<file path="config.mk">
export PLATFORM = sky130hd
export DESIGN_NAME = perf_counter_ctrl_flat
export DESIGN_NICKNAME = d
export VERILOG_FILES = /design/src/rtl/perf_counter_ctrl_pkg.sv /design/src/rtl/perf_counter_ctrl_if.sv /design/src/rtl/perf_counter_ctrl.sv /design/src/flat_wrapper.sv
export SDC_FILE = /design/constraint.sdc
export NUM_CORES = 1
export LEC_CHECK = 0
export ABC_AREA = 1
export ABC_CLOCK_PERIOD_IN_PS = 1700
export CORE_AREA = 4 4 158 160
export CTS_CLUSTER_DIAMETER = 60
export DETAILED_ROUTE_END_ITERATION = 8
export DIE_AREA = 0 0 162 164
export PLACE_DENSITY_LB_ADDON = 0.08
export SLEW_MARGIN = 20
export SYNTH_ARGS = -nofsm -noshare
export SYNTH_HDL_FRONTEND = slang
export SYNTH_SLANG_ARGS = --single-unit
export TNS_END_PERCENT = 50
</file>
<file path="constraint.sdc">
create_clock -name clk_i -period 1.7 [get_ports clk_i]
set_clock_uncertainty 0.2 [all_clocks]
set_input_delay 0.17 -clock clk_i [delete_from_list [all_inputs] [get_ports clk_i]]
set_output_delay 0.17 -clock clk_i [all_outputs]
set_load 0.1 [all_outputs]
</file>
<file path="src/rtl/perf_counter_ctrl_pkg.sv">
// Shared types and sizing for the perf-counter bank access controller.
package perf_counter_ctrl_pkg;
   localparam int          NR_PERF_COUNTERS  = 14;
   localparam logic [4:0]  PERF_FIRST_ADDR   = 5'd3;
   localparam int          PERF_STARVE_LIMIT = 4;

   typedef struct packed {
      logic        we;
      logic [4:0]  addr;
      logic [63:0] wdata;
   } perf_req_t;

   typedef enum logic {IDLE = 1'b0, CLEAR = 1'b1} pc_state_e;
endpackage

</file>
<file path="src/rtl/perf_counter_ctrl_if.sv">
// Requester (CSR, debug), clear control and bank-port signals of the perf-counter controller.
interface perf_counter_ctrl_if;
   logic        csr_req_i, csr_we_i;
   logic [4:0]  csr_addr_i;
   logic [63:0] csr_wdata_i;
   logic        csr_gnt_o, csr_rvalid_o;
   logic [63:0] csr_rdata_o;
   logic        dbg_req_i, dbg_we_i;
   logic [4:0]  dbg_addr_i;
   logic [63:0] dbg_wdata_i;
   logic        dbg_gnt_o, dbg_rvalid_o;
   logic [63:0] dbg_rdata_o;
   logic        clear_i, clear_busy_o;
   logic [4:0]  pc_addr_o;
   logic        pc_we_o;
   logic [63:0] pc_wdata_o;
   logic [63:0] pc_rdata_i;

   modport slave (
      input  csr_req_i, csr_we_i, csr_addr_i, csr_wdata_i,
      output csr_gnt_o, csr_rvalid_o, csr_rdata_o,
      input  dbg_req_i, dbg_we_i, dbg_addr_i, dbg_wdata_i,
      output dbg_gnt_o, dbg_rvalid_o, dbg_rdata_o,
      input  clear_i, output clear_busy_o,
      output pc_addr_o, pc_we_o, pc_wdata_o,
      input  pc_rdata_i
   );

   modport master (
      output csr_req_i, csr_we_i, csr_addr_i, csr_wdata_i,
      input  csr_gnt_o, csr_rvalid_o, csr_rdata_o,
      output dbg_req_i, dbg_we_i, dbg_addr_i, dbg_wdata_i,
      input  dbg_gnt_o, dbg_rvalid_o, dbg_rdata_o,
      output clear_i, input clear_busy_o,
      input  pc_addr_o, pc_we_o, pc_wdata_o,
      output pc_rdata_i
   );
endinterface

</file>
<file path="src/rtl/perf_counter_ctrl.sv">
// Perf-counter bank port controller: CSR-priority arbiter with a debug starvation guard,
// plus a bulk-clear sequencer that walks every counter writing zero.
import perf_counter_ctrl_pkg::*;

module perf_counter_ctrl #(
   parameter logic [4:0] FIRST_ADDR   = PERF_FIRST_ADDR,
   parameter int         NR_COUNTERS  = NR_PERF_COUNTERS,
   parameter int         STARVE_LIMIT = PERF_STARVE_LIMIT
) (
   input logic                 clk_i,
   input logic                 rst_ni,
   perf_counter_ctrl_if.slave  bus
);
   localparam int CLR_W    = $clog2(NR_COUNTERS);
   localparam int STARVE_W = $clog2(STARVE_LIMIT + 1);

   function automatic logic in_range(input logic [4:0] a);
      return (int'(a) >= int'(FIRST_ADDR)) && (int'(a) < int'(FIRST_ADDR) + NR_COUNTERS);
   endfunction

   pc_state_e           state_q, state_d;
   logic [CLR_W-1:0]    clr_idx_q;
   logic [STARVE_W-1:0] starve_q;
   logic                csr_gnt, dbg_gnt, starve_hit, clr_last;
   perf_req_t           csr_req, dbg_req, win;
   logic                csr_rvalid_q, dbg_rvalid_q;
   logic [63:0]         csr_rdata_q, dbg_rdata_q;

   assign csr_req    = '{we: bus.csr_we_i, addr: bus.csr_addr_i, wdata: bus.csr_wdata_i};
   assign dbg_req    = '{we: bus.dbg_we_i, addr: bus.dbg_addr_i, wdata: bus.dbg_wdata_i};
   assign starve_hit = (starve_q == STARVE_W'(STARVE_LIMIT));
   assign clr_last   = (clr_idx_q == CLR_W'(NR_COUNTERS - 1));

   always_comb begin
      state_d        = state_q;
      csr_gnt        = 1'b0;
      dbg_gnt        = 1'b0;
      win            = csr_req;
      bus.pc_addr_o  = FIRST_ADDR;
      bus.pc_we_o    = 1'b0;
      bus.pc_wdata_o = '0;
      case (state_q)
         IDLE: begin
            // Debug wins only when alone or once it has lost STARVE_LIMIT times in a row.
            if (bus.dbg_req_i && (!bus.csr_req_i || starve_hit)) dbg_gnt = 1'b1;
            else if (bus.csr_req_i)                             csr_gnt = 1'b1;
            if (dbg_gnt) win = dbg_req;
            if (csr_gnt || dbg_gnt) begin
               bus.pc_addr_o  = win.addr;
               bus.pc_we_o    = win.we && in_range(win.addr);
               bus.pc_wdata_o = win.wdata;
            end
            if (bus.clear_i) state_d = CLEAR;
         end
         CLEAR: begin
            bus.pc_we_o   = 1'b1;
            bus.pc_addr_o = FIRST_ADDR + 5'(clr_idx_q);
            if (clr_last) state_d = IDLE;
         end
         default: state_d = IDLE;
      endcase
   end

   always_ff @(posedge clk_i or negedge rst_ni) begin
      if (!rst_ni) begin
         state_q   <= IDLE;
         clr_idx_q <= '0;
         starve_q  <= '0;
      end else begin
         state_q <= state_d;
         if (state_q == CLEAR) clr_idx_q <= clr_last ? '0 : clr_idx_q + 1'b1;
         // Starvation count is frozen while the clear owns the port.
         if (state_q == IDLE) begin
            if (!bus.dbg_req_i || dbg_gnt) starve_q <= '0;
            else if (!starve_hit)          starve_q <= starve_q + 1'b1;
         end
      end
   end

   always_ff @(posedge clk_i or negedge rst_ni) begin
      if (!rst_ni) begin
         csr_rvalid_q <= 1'b0;
         dbg_rvalid_q <= 1'b0;
         csr_rdata_q  <= '0;
         dbg_rdata_q  <= '0;
      end else begin
         csr_rvalid_q <= csr_gnt;
         dbg_rvalid_q <= dbg_gnt;
         // Captured in the grant cycle, so a write reports the pre-write value.
         if (csr_gnt) csr_rdata_q <= in_range(csr_req.addr) ? bus.pc_rdata_i : '0;
         if (dbg_gnt) dbg_rdata_q <= in_range(dbg_req.addr) ? bus.pc_rdata_i : '0;
      end
   end

   assign bus.csr_gnt_o    = csr_gnt;
   assign bus.dbg_gnt_o    = dbg_gnt;
   assign bus.csr_rvalid_o = csr_rvalid_q;
   assign bus.dbg_rvalid_o = dbg_rvalid_q;
   assign bus.csr_rdata_o  = csr_rdata_q;
   assign bus.dbg_rdata_o  = dbg_rdata_q;
   assign bus.clear_busy_o = (state_q == CLEAR);
endmodule

</file>
<file path="src/flat_wrapper.sv">
// flat-port wrapper written by rule: the top's interface ports become plain ports
module perf_counter_ctrl_flat 
#(
   parameter logic [4:0] FIRST_ADDR   = PERF_FIRST_ADDR,
   parameter int         NR_COUNTERS  = NR_PERF_COUNTERS,
   parameter int         STARVE_LIMIT = PERF_STARVE_LIMIT
)
  (clk_i, rst_ni, bus_csr_req_i, bus_csr_we_i, bus_csr_addr_i, bus_csr_wdata_i, bus_csr_gnt_o, bus_csr_rvalid_o, bus_csr_rdata_o, bus_dbg_req_i, bus_dbg_we_i, bus_dbg_addr_i, bus_dbg_wdata_i, bus_dbg_gnt_o, bus_dbg_rvalid_o, bus_dbg_rdata_o, bus_clear_i, bus_clear_busy_o, bus_pc_addr_o, bus_pc_we_o, bus_pc_wdata_o, bus_pc_rdata_i);
  perf_counter_ctrl_if bus_i ();
  input logic clk_i;
  input logic rst_ni;
  input wire logic [$bits(bus_i.csr_req_i)-1:0] bus_csr_req_i;
  input wire logic [$bits(bus_i.csr_we_i)-1:0] bus_csr_we_i;
  input wire logic [$bits(bus_i.csr_addr_i)-1:0] bus_csr_addr_i;
  input wire logic [$bits(bus_i.csr_wdata_i)-1:0] bus_csr_wdata_i;
  output wire logic [$bits(bus_i.csr_gnt_o)-1:0] bus_csr_gnt_o;
  output wire logic [$bits(bus_i.csr_rvalid_o)-1:0] bus_csr_rvalid_o;
  output wire logic [$bits(bus_i.csr_rdata_o)-1:0] bus_csr_rdata_o;
  input wire logic [$bits(bus_i.dbg_req_i)-1:0] bus_dbg_req_i;
  input wire logic [$bits(bus_i.dbg_we_i)-1:0] bus_dbg_we_i;
  input wire logic [$bits(bus_i.dbg_addr_i)-1:0] bus_dbg_addr_i;
  input wire logic [$bits(bus_i.dbg_wdata_i)-1:0] bus_dbg_wdata_i;
  output wire logic [$bits(bus_i.dbg_gnt_o)-1:0] bus_dbg_gnt_o;
  output wire logic [$bits(bus_i.dbg_rvalid_o)-1:0] bus_dbg_rvalid_o;
  output wire logic [$bits(bus_i.dbg_rdata_o)-1:0] bus_dbg_rdata_o;
  input wire logic [$bits(bus_i.clear_i)-1:0] bus_clear_i;
  output wire logic [$bits(bus_i.clear_busy_o)-1:0] bus_clear_busy_o;
  output wire logic [$bits(bus_i.pc_addr_o)-1:0] bus_pc_addr_o;
  output wire logic [$bits(bus_i.pc_we_o)-1:0] bus_pc_we_o;
  output wire logic [$bits(bus_i.pc_wdata_o)-1:0] bus_pc_wdata_o;
  input wire logic [$bits(bus_i.pc_rdata_i)-1:0] bus_pc_rdata_i;
  assign bus_i.csr_req_i = bus_csr_req_i;
  assign bus_i.csr_we_i = bus_csr_we_i;
  assign bus_i.csr_addr_i = bus_csr_addr_i;
  assign bus_i.csr_wdata_i = bus_csr_wdata_i;
  assign bus_csr_gnt_o = bus_i.csr_gnt_o;
  assign bus_csr_rvalid_o = bus_i.csr_rvalid_o;
  assign bus_csr_rdata_o = bus_i.csr_rdata_o;
  assign bus_i.dbg_req_i = bus_dbg_req_i;
  assign bus_i.dbg_we_i = bus_dbg_we_i;
  assign bus_i.dbg_addr_i = bus_dbg_addr_i;
  assign bus_i.dbg_wdata_i = bus_dbg_wdata_i;
  assign bus_dbg_gnt_o = bus_i.dbg_gnt_o;
  assign bus_dbg_rvalid_o = bus_i.dbg_rvalid_o;
  assign bus_dbg_rdata_o = bus_i.dbg_rdata_o;
  assign bus_i.clear_i = bus_clear_i;
  assign bus_clear_busy_o = bus_i.clear_busy_o;
  assign bus_pc_addr_o = bus_i.pc_addr_o;
  assign bus_pc_we_o = bus_i.pc_we_o;
  assign bus_pc_wdata_o = bus_i.pc_wdata_o;
  assign bus_i.pc_rdata_i = bus_pc_rdata_i;
  perf_counter_ctrl #(.FIRST_ADDR(FIRST_ADDR), .NR_COUNTERS(NR_COUNTERS), .STARVE_LIMIT(STARVE_LIMIT)) u_core (.clk_i(clk_i), .rst_ni(rst_ni), .bus(bus_i));
endmodule
</file>
### Word-level counts from Yosys, hierarchy flattened

Cells that the tools add are included.

| operators by class | value |
|---|---|
| add/subtract/negate cells | 3 |
| magnitude comparators | 6 |
| equal/unequal tests | 3 |
| muxes and demuxes | 23 |
| bitwise operators | 1 |
| reduce and logical (&&, ||, !) cells | 11 |

Operator list:

| operator | count |
|---|---|
| $mux W64 | 4 |
| $mux W70 | 2 |
| $ge A5 B2 Y1 const B | 3 |
| $lt A5 B5 Y1 const B | 3 |
| $mux W1 | 10 |
| $pmux W5 S2 | 1 |
| $mux W3 | 2 |
| $add A2 B4 Y5 const A | 1 |
| $logic_and A1 B1 Y1 | 5 |
| $mux W5 | 1 |
| $add A4 B1 Y4 const B | 1 |
| $eq A4 B4 Y1 const B | 1 |
| $mux W4 | 1 |
| $pmux W1 S2 | 2 |
| $add A3 B1 Y3 const B | 1 |
| $eq A3 B3 Y1 const B | 1 |
| $logic_or A1 B1 Y1 | 3 |
| $logic_not A1 Y1 | 2 |
| $ne A2 B2 Y1 const B | 1 |
| $reduce_and A2 Y1 | 1 |
| $not A1 Y1 | 1 |

| word-level totals | value |
|---|---|
| register bits | 138 |
| input bits | 209 |
| output and inout port bits | 203 |
| logic and storage cells | 54 |

### Depth between registers and ports, before layout

| logic depth | value |
|---|---|
| depth in word-level cells | 12 |
| gate-level depth with buffers | 13 |
| gate-level depth less buffers | 12 |

### Worst setup path after synthesis

OpenSTA, ideal clock, no wires.

| timing path | value |
|---|---|
| path kind | register -> output |
| from | register u_core.state_q, in the netlist u_core.bus.clear_busy_o |
| to | output port bus_pc_addr_o[4] |
| data arrival time | 3,764 ps |
| required time | 1,330 ps |
| path slack | -2,434 ps |
| stages on the path, launching flop included | 5 |
| buffers on the path | 2 |
| cell sequence | dfrtp_1 -> buf_4 -> inv_2 -> buf_2 -> o32ai_1 |

| between the ends | value |
|---|---|
| longest elaborated chain between the ends | 2 |

Ends and longest elaborated chain:

| what | RTL line | RTL |
|---|---|---|
| from (decl) | perf_counter_ctrl.sv:21 | `pc_state_e state_q, state_d;` |
| from (signal assigned) | perf_counter_ctrl.sv:70 | `state_q <= state_d;` |
| $not A1 Y1 (no line) | -- |  |
| $pmux W5 S2 (*) | perf_counter_ctrl.sv:42 | `case (state_q)` |
| to (decl) | flat_wrapper.sv:28 | `output wire logic [$bits(bus_i.pc_addr_o)-1:0] bus_pc_addr_o;` |

Mark *: on every way between the ends. The rest lies on a longest branch, timed or not.

### Worst setup path after layout

| timing path | value |
|---|---|
| from | register u_core.starve_q[0] |
| to | output port bus_pc_wdata_o[41] |

| between the ends | value |
|---|---|
| longest elaborated chain between the ends | 9 |
| elaborated cells on any way between the ends | 12 |
| those cells by class | eq/ne: 1; mux: 8; reduce/logical: 3 |

Ends and longest elaborated chain:

| what | RTL line | RTL |
|---|---|---|
| from (decl) | perf_counter_ctrl.sv:23 | `logic [STARVE_W-1:0] starve_q;` |
| from (signal assigned) | perf_counter_ctrl.sv:75 | `else if (!starve_hit) starve_q <= starve_q + 1'b1;` |
| $eq A3 B3 Y1 (*) | perf_counter_ctrl.sv:31 | `assign starve_hit = (starve_q == STARVE_W'(STARVE_LIMIT));` |
| $logic_or A1 B1 Y1 (*) | perf_counter_ctrl.sv:45 | `if (bus.dbg_req_i && (!bus.csr_req_i \|\| starve_hit)) dbg_gnt = 1'b1;` |
| $logic_and A1 B1 Y1 (*) | perf_counter_ctrl.sv:45 |  |
| $mux W1 | perf_counter_ctrl.sv:45 |  |
| $mux W1 | perf_counter_ctrl.sv:42 |  |
| $mux W70 | perf_counter_ctrl.sv:47 | `if (dbg_gnt) win = dbg_req;` |
| $mux W70 | perf_counter_ctrl.sv:42 |  |
| $mux W64 (*) | perf_counter_ctrl.sv:48 | `if (csr_gnt \|\| dbg_gnt) begin` |
| $mux W64 (*) | perf_counter_ctrl.sv:42 |  |
| to (decl) | flat_wrapper.sv:30 | `output wire logic [$bits(bus_i.pc_wdata_o)-1:0] bus_pc_wdata_o;` |

Mark *: on every way between the ends. The rest lies on a longest branch, timed or not. The select of a mux whose other input is x is not followed.

==> results.py <==
metrics = {
    "run_status": {
        "status": "complete, but fails checks",
        "violations": "negative setup slack",
    },
    "job": {
        "drv_cap": 0,
    },
    "grt": {
        "grt_usage": 0.230,
        "grt_pass1_vias": 7967,
        "antenna_found_initial": 2,
        "grt_start_max_net_pins": 56,
        "grt_pass1_wl_mm": 47.3,
        "grt_overflow": 0,
    },
    "placement": {
        "placed_area_um2": 14600,
        "io_buffers": 411,
        "place_ws_ns": -0.507,
        "place.gp.congestion": 0.889,
        "dp_hpwl_mm": 23.2,
    },
    "logic_synthesis": {
        "synth_area_leaders": "dfrtp_1 (48%), nor2_1 (11%), nand2_1 (7.9%)",
        "synth-compound-area-share": 0.104,
        "synthXorXnorAreaFrac": 0.00486,
        "syn_nets": 1103,
        "yosys.area.top_type_share": 0.479,
        "synth_top_family_by_area": "simple AND/OR/NAND/NOR gates",
        "yosysTopAreaCell": "dfrtp_1",
        "synthTopCellsByCount": "nor2_1 (205), nand2_1 (152), dfrtp_1 (138)",
        "synth_mux_area_frac": 0,
        "synth_edf_count": 0,
        "avgSynthCellArea_um2": 8.12,
        "yosysWarningCount": 0,
        "synth-seq-cells": 138,
        "synth_cells": 888,
        "yosysMostFrequentCell": "nor2_1",
        "synth_fa_ha_area_frac": 0.0104,
        "yosysUniqueCellTypes": 26,
        "synthesis.area_um2": 7210,
        "synth_ff_type": "dfrtp_1",
        "synth-async-reset-ratio": 1.00,
        "synth-seq-area-share": 0.479,
        "synthSimpleGateAreaFrac": 0.324,
    },
    "drt": {
        "dr.pass1.iters": 4,
        "antenna_left": 0,
        "drc": 0,
        "routedWlPerCell_um": 18.9,
        "vias": 7959,
        "vias_per_cell": 4.76,
        "totalWireLength_mm": 31.6,
        "drt_iter0_drc": 484,
    },
    "critical_path": {
        "reg2reg_depth": 14,
        "path_max_fanout": 15,
        "start_kind": "flip-flop",
        "path_class": "reg2out",
        "cp-startpoint": "u_core.starve_q[0]",
        "cp.required_ns": 1.33,
        "reg2reg_from": "u_core.starve_q[0]",
        "worstPathArrival_ns": 2.15,
        "cp-end-kind": "output port",
        "r2r-end": "u_core.bus.csr_rdata_o[58]",
        "reg2reg_slack_ns": -0.57,
    },
    "final_layout": {
        "finalNetCount": 1555,
        "syn_to_final_growth_pct": 122,
        "fin_area_um2": 16000,
        "drive_above_1_share": 0.333,
    },
    "timing": {
        "slew_violations": 0,
        "hold_viol": 0,
        "max_freq_mhz": 396,
        "worst_pin_slew_ns": 0.432,
        "rsz0062_at_grt": "true",
        "max_slew_margin": 0.712,
        "fin_ws_ns": -0.824,
        "period_needed_ns": 2.52,
        "setup_viol": 206,
        "period_share": 1.48,
    },
    "worst_hold_path": {
        "min_from": "bus_clear_i",
        "hold_path_class": "in2reg",
        "whs_path_depth": 3,
        "holdPathEnd": "u_core.bus.clear_busy_o",
    },
    "floorplanning": {
        "boundaryPins": 412,
        "die_w_um": 162,
        "core_um2": 23400,
        "die_area_um2": 26600,
        "chipHeight_um": 164,
        "start_util": 0.308,
        "fp-row-count": 56,
    },
    "clock_tree": {
        "htree_levels": 4,
        "clockBufferDepth": 2,
        "cts_buffers": 17,
        "cts.sinks": 138,
        "root_buffer": "clkbuf_16",
        "clkSlewWorstSetupHoldPaths_ns": 0.06,
        "clkLatencyLatePin_ns": 0.41,
        "cts_tree": "built",
    },
}
[how the worst max path moves through the flow]
stage	to	slack, ns	depth (start not counted)
5_1_grt	bus_pc_wdata_o[41]	-0.92	10
6_report	bus_pc_wdata_o[41]	-0.82	10
3_5_place_dp	bus_pc_we_o	-0.51	13
3_3_place_gp	bus_pc_addr_o[4]	-0.50	6
4_1_cts	bus_pc_we_o	-0.84	13
2_1_floorplan	bus_pc_wdata_o[10]	-0.69	10
[registers in the layout, indices dropped and copies added, names as in the netlist]
name,flops
u_core.starve_q,3
u_core.bus.csr_rdata_o,64
u_core.bus.dbg_rdata_o,64
u_core.bus.csr_rvalid_o,1
u_core.bus.dbg_rvalid_o,1
u_core.bus.clear_busy_o,1
u_core.clr_idx_q,4
[layout make-up]
type	count	area, um^2
timing repair buffer	505	7450
fill	1805	7400
multi-input combinational	659	3980
sequential	138	3460
clock buffer	18	429
tap	319	399
clock inverter	14	170
inverter	19	116
antenna	1	2.50
[routing by layer]
layer | track usage | vias to the layer above | part of all wire
met3 | 0.0775 | 37 | 0.084
li1 | - | 3822 | -
met5 | 0 | - | 0.00041
met1 | 0.296 | 3824 | 0.41
met4 | 0.0554 | 2 | 0.018
met2 | 0.378 | 274 | 0.49
[per-stage QoR]
step                hold slack (ns)  std cells  TNS (ns)   util
floorplan                    -0.326        888    -49.54      -
global placement             -0.215       1608    -77.27  0.624
detailed placement           -0.215       1608    -82.80  0.624
CTS                           0.106       1656   -114.36  0.668
global route                  0.139       1672   -133.11  0.684
finish                        0.129       1673   -114.23  0.684
[worst max-delay path, cell delays in order (launching register included)]
cell	delay, ns
dfrtp_1	0.36
inv_2	0.06
ha_4	0.16
nand2_4	0.07
nand2_4	0.07
nand2_8	0.13
buf_4	0.18
clkbuf_16	0.20
nor2_1	0.09
nor3_4	0.21
buf_12	0.20
[kinds of logic (layout without fill, tap and decap cells)]
family | count (synthesis) | count (layout)
compound gates | 145 | 145
xor+xnor | 4 | 4
fa+ha+maj | 6 | 6
buf+inv | 91 | 556
flops | 138 | 138
other cells | 0 | 1
simple gates | 504 | 504
[timing repair]
item | in CTS | in global routing
cloned | 5 | 6
buffers inserted | 9 | 13
endpoints found under the setup margin | 206 | 206
endpoints found under the hold margin | 138 | 0
hold buffers | 2 | 0
resized for setup | 44 | 50
pin swaps | 19 | 19
[layout by cell type (no fill, tap or decap), types with 18 or more instances in the layout]
cell type	synthesis	routed
nand2_1	152	141
buf_12	0	228
nor3_4	0	64
clkdlybuf4s50_1	0	207
nor2_1	205	188
dfrtp_1	138	137
a21oi_1	64	63
buf_4	11	48
nand3_1	75	69
o21ai_1	10	18
clkbuf_16	0	22
o21ai_0	63	49
Power is left out: the tool's default activity adds up to more than one toggle a clock period on the data nets, which glitch-free logic cannot reach.
